**config.mk**
```make
export PLATFORM = sky130hd
export DESIGN_NAME = hazard_ctrl
export DESIGN_NICKNAME = d
export VERILOG_FILES = /design/src/rtl/hazard_ctrl.sv
export SDC_FILE = /design/constraint.sdc
export NUM_CORES = 1
export LEC_CHECK = 0
export ABC_CLOCK_PERIOD_IN_PS = 3550
export CAP_MARGIN = 20
export CORE_UTILIZATION = 49
export DETAILED_ROUTE_END_ITERATION = 12
export PLACE_DENSITY = 0.95
export SYNTH_ARGS = -nofsm -noshare
export SYNTH_HDL_FRONTEND = slang
export SYNTH_SLANG_ARGS = --single-unit
```
**constraint.sdc**
```tcl
create_clock -name clk -period 3.55 [get_ports clk]
set_clock_uncertainty 0.05 [all_clocks]
set_input_delay 0.5325 -clock clk [delete_from_list [all_inputs] [get_ports clk]]
set_output_delay 0.5325 -clock clk [all_outputs]
set_load 0.02 [all_outputs]
```
**src/rtl/hazard_ctrl.sv**
```systemverilog
// hazard_ctrl: stall/flush/forwarding control and external-interrupt FSM for the 5-stage MIPS pipeline.
module hazard_ctrl #(
  parameter bit EN_PERF = 1'b1
) (
  input  logic        clk,
  input  logic        reset,
  input  logic [4:0]  id_rs,
  input  logic [4:0]  id_rt,
  input  logic        id_use_rt,
  input  logic        id_valid,
  input  logic        id_jump,
  input  logic        id_eret,
  input  logic [31:0] id_pc_plus_4,
  input  logic        ex_regwrite,
  input  logic        ex_memread,
  input  logic [4:0]  ex_wr,
  input  logic        mem_regwrite,
  input  logic [4:0]  mem_wr,
  input  logic        ex_branch_taken,
  input  logic        irq,
  output logic        pc_write,
  output logic        ifid_write,
  output logic        if_flush,
  output logic        ex_flush,
  output logic [1:0]  fwd_a,
  output logic [1:0]  fwd_b,
  output logic        int_take,
  output logic [31:0] epc,
  output logic [15:0] stall_cnt,
  output logic [15:0] flush_cnt
);
  typedef enum logic [1:0] {IDLE, PEND, SERVICE} state_t;
  state_t state;
  logic lu, stall, take, jmp;
  logic [1:0] fa, fb;
  always_comb begin
    lu = id_valid & ex_memread & (ex_wr != 5'd0) & ((ex_wr == id_rs) | (id_use_rt & (ex_wr == id_rt)));
    stall = !ex_branch_taken & lu;
    take = !ex_branch_taken & !lu & (state == PEND) & id_valid & !id_eret;
    jmp = !ex_branch_taken & !lu & !take & id_jump;
    // Combinational controls are held at their idle values while reset is asserted.
    pc_write = !reset | !stall;
    ifid_write = !reset | !stall;
    if_flush = reset & (ex_branch_taken | take | jmp);
    ex_flush = reset & (ex_branch_taken | stall | take);
    int_take = reset & take;
    fa = (ex_regwrite && ex_wr != 5'd0 && ex_wr == id_rs) ? 2'b10 :
         (mem_regwrite && mem_wr != 5'd0 && mem_wr == id_rs) ? 2'b01 : 2'b00;
    fb = !id_use_rt ? 2'b00 :
         (ex_regwrite && ex_wr != 5'd0 && ex_wr == id_rt) ? 2'b10 :
         (mem_regwrite && mem_wr != 5'd0 && mem_wr == id_rt) ? 2'b01 : 2'b00;
  end
  always_ff @(posedge clk or negedge reset) begin
    if (!reset) begin
      state <= IDLE;
      epc <= 32'd0;
      fwd_a <= 2'b00;
      fwd_b <= 2'b00;
    end else begin
      fwd_a <= ex_flush ? 2'b00 : fa;
      fwd_b <= ex_flush ? 2'b00 : fb;
      if (take) epc <= id_pc_plus_4 - 32'd4;
      state <= (state == IDLE && irq) ? PEND :
               take ? SERVICE :
               (state == SERVICE && id_eret && !ex_branch_taken) ? IDLE : state;
    end
  end
  if (EN_PERF) begin : g_perf
    always_ff @(posedge clk or negedge reset) begin
      if (!reset) begin
        stall_cnt <= 16'd0;
        flush_cnt <= 16'd0;
      end else begin
        if (stall && stall_cnt != 16'hFFFF) stall_cnt <= stall_cnt + 16'd1;
        if (if_flush && flush_cnt != 16'hFFFF) flush_cnt <= flush_cnt + 16'd1;
      end
    end
  end else begin : g_noperf
    assign stall_cnt = 16'd0;
    assign flush_cnt = 16'd0;
  end
endmodule

```
==> flow_summary.ini, run 1 <==
[clocking]
cts_tree = built
cts_max_level = 3
cts_buffer_depth = 2
clock_latency_ps = 340
cts_buffers = 9
clock-sinks = 70
cts-root-buf = clkbuf_8
clk_pin_slew_ps = 70

[worst_setup_path]
cp_common_cell = clkdlybuf4s50_1
reg2reg_setup_slack_ps = 1220
crit_arrival_ps = 2880
cp_cell_sequence = clkdlybuf4s50_1 -> buf_4 -> xor2_1 -> nor3_1 -> nand3_1 -> a211o_1 -> or2_2 -> clkdlybuf4s50_1
slowest_delay_ps = 550
crit_start = ex_wr[3]
critical_path.endpoint = ifid_write
critPathKind = input pin to primary output
required_ps = 2970
critPathLaunchType = input pin
timing.rr.start = stall_cnt[0]
critPathCaptureType = primary output
reg2reg_to = stall_cnt[1]
worst-r2r-cell-count = 6
crit_path_top_delay_cell = clkdlybuf4s50_1
critPathMaxFanout = 4

[timing]
period_needed_ps = 3460
fin_crit_sh_pct = 97.4
drv_slew = 0
setup_viol = 0
rsz0062_at_grt = false
slew-limit-headroom_pct = 52.2
worst_pin_slew_ps = 714
timing.fmax_mhz = 289
hold_violations = 0

[global_route]
grt_first_pass_wirelength_mm = 16.0
grt_max_degree = 37
grt_pass1_vias = 3441
grt_overflow = 0
antenna_found_initial = 0
grtUsageTotal_pct = 24.2

[job]
cap_viol_max_count = 0

[drt]
viasPerCell = 5.34
drc = 0
drt.antenna.violating_nets = 0
dr.pass1.iters = 4
drtIter0Drc = 91
wl_mm = 9.65
wire_per_inst_um = 15.8
vias = 3262

[finish]
area_growth_pct = 44.8
antenna_cells = 0
final_net_count = 570
n_fill_cell = 530
drive_gt1_share_pct = 13.6
instances_no_fill = 611
finalInstanceArea_um2 = 5640

[synthesis]
synthFlopType = dfrtp_1
yosys_warnings = 0
yosysUniqueCellTypes = 43
ys_top_cells_by_area = dfrtp_1, mux2_4, xnor2_1
ys_seq_area_share_pct = 44.9
synthArstFlopShare_pct = 100
syn-cell-area_um2 = 3900
ys_ff_latch = 70
synth_nets = 420
yosysTopAreaCell = dfrtp_1
synth_top_area_share_pct = 44.9
synth_enable_flop_cells = 0
synthCells = 354
syn_area_per_cell_um2 = 11.0

[floorplan]
std_cell_rows = 32
initial_core_util_pct = 50.4
dieArea_um2 = 8310
num_io_pins = 136
die_w_um = 91.2
fp.dieH_um = 91.2
core_um2 = 7730

[hold_path]
hold_class = flop to flop

[status]
run_status = complete, no violations

[placed_design]
io_buffers = 135
dpl.hpwl_mm = 7.54
place.gp.congestion = 0.874
place_area_um2 = 5400
dp_cells = 594

[pwr]
ir_drop_v = 0.000363
power_leakage_nw = 2.47
power.density_nw_per_um2 = 581
==> cell families after synthesis <==
family                     after synthesis  share of synthesized area [%]
buffers and inverters                   17                           2.54
adders and majority gates                3                          0.963
xor gates and xnor gates                74                           16.6
AOI/OAI and AO/OA                       15                           2.73
DFF                                     70                           44.9
muxes                                   35                           12.6
and+or+nand+nor                        140                           19.6
==> placed cells by master, fill, tap and decap left out, types with 3 or more instances in the layout <==
master             n
nand3_1           25
and4_1             4
xnor2_1           41
xor2_1            33
dfrtp_1           70
nor3_1            19
clkdlybuf4s50_1  133
nor4_1             9
mux2_4            26
and3_1            13
nand4_1           12
clkbuf_8          12
mux2_2             8
o21ai_0            4
nand2_1           17
inv_1              7
buf_4             14
nor2_1            20
ha_1               3
and2_1             3
==> state kept, by name, indices dropped and copies added, names as in the netlist <==
register   count
stall_cnt     16
fwd_a          2
flush_cnt     16
fwd_b          2
epc           32
state          2
==> Yosys cell counts, types with 3 or more instances <==
| library cell | number |
|---|---|
| dfrtp_1 | 70 |
| xnor2_1 | 41 |
| xor2_1 | 33 |
| mux2_4 | 26 |
| nand3_1 | 25 |
| nor2_1 | 20 |
| nor3_1 | 19 |
| nand2_1 | 17 |
| and3_1 | 13 |
| nand4_1 | 12 |
| nor4_1 | 9 |
| mux2_2 | 8 |
| inv_1 | 7 |
| and4_1 | 4 |
| buf_6 | 4 |
| clkbuf_1 | 4 |
| o21ai_0 | 4 |
| and2_1 | 3 |
| ha_1 | 3 |
==> power breakdown <==
part           leakage (nW)  switching, W  internal, W
logic                  1.45      0.000577     0.000756
registers             0.895      0.000171      0.00103
clock network         0.120      0.000290     0.000453
==> routing by layer <==
layer	up-vias	wire length, µm	share of wire, %	GRT usage [%]
li1	1544	-	-	-
met2	123	5120	53	44.8
met5	-	0	0	0
met3	17	548	5.7	5.28
met4	0	168	1.7	8.07
met1	1578	3810	40	27.5
==> worst max-delay path: cells and delay by family <==
kind,cells,cell delay (ps)
AO/OA/AOI/OAI,1,360
buffers and inverters,3,1120
XOR/XNOR,1,150
AND/OR/NAND/NOR,3,720
==> stage by stage <==
stage	TNS [ps]	util, %	hold WS (ps)	worst slack, ps	power [W]
after floorplan	0	-	187	752	0.00188
after global placement	-3.61	69.9	305	-3.61	0.00250
after detailed placement	-15.7	69.9	304	-15.7	0.00255
after CTS	0	73.0	451	83.4	0.00330
after global routing	0	73.0	466	7.77	0.00343
final	0	73.0	448	91.6	0.00328
==> repair_timing <==
action                                  CTS  global route
endpoints found under the hold margin     4             0
buffers inserted                          0             0
resized for setup                         1             0
hold buffers                              1             0
endpoints found under the setup margin    1             0
==> final cells by class <==
class | instances | area, µm² | area share, %
inverter | 7 | 26.3 | 0.466
clock buffer | 13 | 169 | 2.99
timing repair buffer | 149 | 1460 | 25.8
clock inverter | 3 | 65.1 | 1.15
multi-input combinational | 267 | 2050 | 36.3
tap | 102 | 128 | 2.26
sequential | 70 | 1750 | 31.0
==> how the worst min path moves through the flow <==
stage	slack, ps	endpoint	startpoint	depth (start not counted)
after floorplan	190	epc[0]	reset	0
after global placement	310	stall_cnt[3]	reset	1
after detailed placement	300	stall_cnt[3]	reset	1
after CTS	450	flush_cnt[5]	flush_cnt[5]	1
after global routing	470	stall_cnt[15]	stall_cnt[15]	1
final	450	flush_cnt[5]	flush_cnt[5]	1
(Power assumes the default switching activity.)
==> run 2, diff against run 1 <==
--- a/config.mk
+++ b/config.mk
@@ -7,7 +7,9 @@
 export LEC_CHECK = 0
 export ABC_CLOCK_PERIOD_IN_PS = 3550
 export CAP_MARGIN = 20
-export CORE_UTILIZATION = 49
+export CELL_PAD_IN_SITES_DETAIL_PLACEMENT = 0
+export CELL_PAD_IN_SITES_GLOBAL_PLACEMENT = 1
+export CORE_UTILIZATION = 37
 export DETAILED_ROUTE_END_ITERATION = 12
 export PLACE_DENSITY = 0.95
 export SYNTH_ARGS = -nofsm -noshare
==> run 2 against run 1 <==
Effect of this change:
- sequential share of layout area decreased by 0.53 points
- non-clock buffer count up 2
- first-iteration DRC count is 20% higher
- global-route usage shrank 6.3 points
- combinational power hardly changed
- sequential power about the same
- design area is 1.8% higher
- clock-buffer cell count decreased by 3
- final cell count increased by 5.9%
- fmax grew 1.1%
==> flow_summary.ini, run 2 (same netlist as run 1, synthesis figures left out) <==
[clocking]
cts_buffers = 9
clock-sinks = 70
clock_latency_ps = 340
cts-root-buf = clkbuf_8
postCtsSetupBuffers = 0
cts_max_level = 3
hold_buffers = 0
clk_pin_slew_ps = 80
cts_tree = built
cts_buffer_depth = 2

[timing]
worst_pin_slew_ps = 720
hold_violations = 0
period_needed_ps = 3420
fin_crit_sh_pct = 96.3
drv_slew = 0
slew-limit-headroom_pct = 51.8
setup_viol = 0
timing.fmax_mhz = 292
rsz0062_at_grt = false

[placed_design]
place_area_um2 = 5460
io_buffers = 135
place.gp.congestion = 0.832
dpl.hpwl_mm = 7.36

[finish]
drive_gt1_share_pct = 14.3
multiInputGateArea_um2 = 2060
top_regs = epc: 32 flops, flush_cnt: 16 flops, stall_cnt: 16 flops
top_register = epc
antenna_cells = 0
layout.cells.most_common = clkdlybuf4s50_1
layout_common_cells = clkdlybuf4s50_1, dfrtp_1, xnor2_1
n_fill_cell = 909
regArea_um2 = 1750
area_growth_pct = 47.3
finalInstanceArea_um2 = 5740
final_net_count = 572
largest_register_ffs = 32

[job]
cap_viol_max_count = 0

[worst_setup_path]
reg2reg_to = stall_cnt[1]
critPathLaunchType = input pin
worst-r2r-cell-count = 6
cp_common_cell = clkdlybuf4s50_1
critPathKind = input pin to primary output
required_ps = 2970
timing.rr.start = stall_cnt[0]
cp_cell_sequence = clkdlybuf4s50_1 -> buf_4 -> xor2_1 -> nor3_1 -> nand4_1 -> a211o_4 -> and2_1 -> clkdlybuf4s50_1
critPathCaptureType = primary output
critPathMaxFanout = 4
reg2reg_setup_slack_ps = 1210
crit_arrival_ps = 2840
crit_path_top_delay_cell = clkdlybuf4s50_1
slowest_delay_ps = 530

[global_route]
grt_first_pass_wirelength_mm = 15.7
grt_overflow = 0
grtUsageTotal_pct = 18.0
antenna_found_initial = 0
grt_max_degree = 35
grt_pass1_vias = 3316

[floorplan]
dieArea_um2 = 10900
die_w_um = 105
num_io_pins = 136
std_cell_rows = 37
fp.dieH_um = 105
core_um2 = 10300
initial_core_util_pct = 37.9

[drt]
dr.pass1.iters = 4
viasPerCell = 4.98
met1_length_mm = 3.94
route.met2.wl_mm = 4.76
vias = 3223
drt.antenna.violating_nets = 0
drtIter0Drc = 109
met3_length_um = 590
drc = 0
wire_per_inst_um = 14.6
top_layer_used = met4
wl_mm = 9.43

[pwr]
ir_drop_v = 0.000335
p_total_w = 0.00337
power.density_nw_per_um2 = 586
power_leakage_nw = 2.50

[hold_path]
hold_class = input pin to asynchronous set/reset pin

[status]
run_status = complete, no violations
-- run 2: changes by cell type in the layout (fill, tap and decap cells not counted) --
| cell | before | now |
|---|---|---|
| clkdlybuf4s50_1 | 133 | 130 |
| clkbuf_8 | 12 | 9 |
| dlygate4sd3_1 | 1 | 0 |
| dlymetal6s2s_1 | 0 | 3 |
| bufinv_16 | 2 | 4 |
| a211o_4 | 0 | 1 |
| a211o_1 | 1 | 0 |
| buf_4 | 14 | 17 |
| clkinv_4 | 0 | 1 |
-- run 2: routing by layer --
layer | vias to the layer above | GRT usage, %
met4 | 0 | 5.43
met5 | - | 0
met1 | 1553 | 22.1
met2 | 98 | 30.9
li1 | 1560 | -
met3 | 12 | 4.62
-- run 2: repair_timing --
item | in CTS | in global routing
setup endpoints to repair | 1 | 3
hold endpoints to repair | 0 | 0
resized for setup | 1 | 4
-- run 2: cell type report --
class	count	area share, %
multi-input cells	267	35.8
flip-flops and latches	70	30.5
repair buffers	151	25.7
well taps	136	2.96
clock inverters	6	2.33
clock buffers	10	2.22
inverters	7	0.458
-- run 2: where the power goes --
group / leakage [nW] / internal, W / switching [W]
sequential: 0.895 / 0.00103 / 0.000172
clock: 0.130 / 0.000538 / 0.000297
combinational: 1.48 / 0.000756 / 0.000572
total: 2.50 / 0.00233 / 0.00104
-- run 2: critical path: cells and delay by family --
family,cells,cell delay [ps]
AND/OR/NAND/NOR,3,610
AO/OA/AOI/OAI,1,390
XOR/XNOR,1,150
buffers and inverters,3,1140
-- run 2: metrics by stage --
step	instances	TNS [ps]	hold WS [ps]	worst slack (ps)	util [%]
final	647	0	16.5	130	55.9
after global routing	647	0	9.65	43.6	55.9
after CTS	647	0	6.41	6.44	55.7
after detailed placement	631	-22.4	390	-22.4	53.2
after global placement	631	-13.3	389	-13.3	53.2
after floorplan	354	0	187	752	-
-- run 2: worst max path at each step --
| stage | start | endpoint | slack, ps | cells after the start |
|---|---|---|---|---|
| 2_1_floorplan | ex_wr[1] | int_take | 750 | 7 |
| 3_3_place_gp | ex_wr[1] | int_take | -10 | 7 |
| 3_5_place_dp | ex_wr[1] | int_take | -20 | 7 |
| 4_1_cts | ex_wr[3] | pc_write | 6 | 8 |
| 5_1_grt | ex_wr[3] | if_flush | 40 | 8 |
| 6_report | ex_wr[3] | if_flush | 130 | 8 |
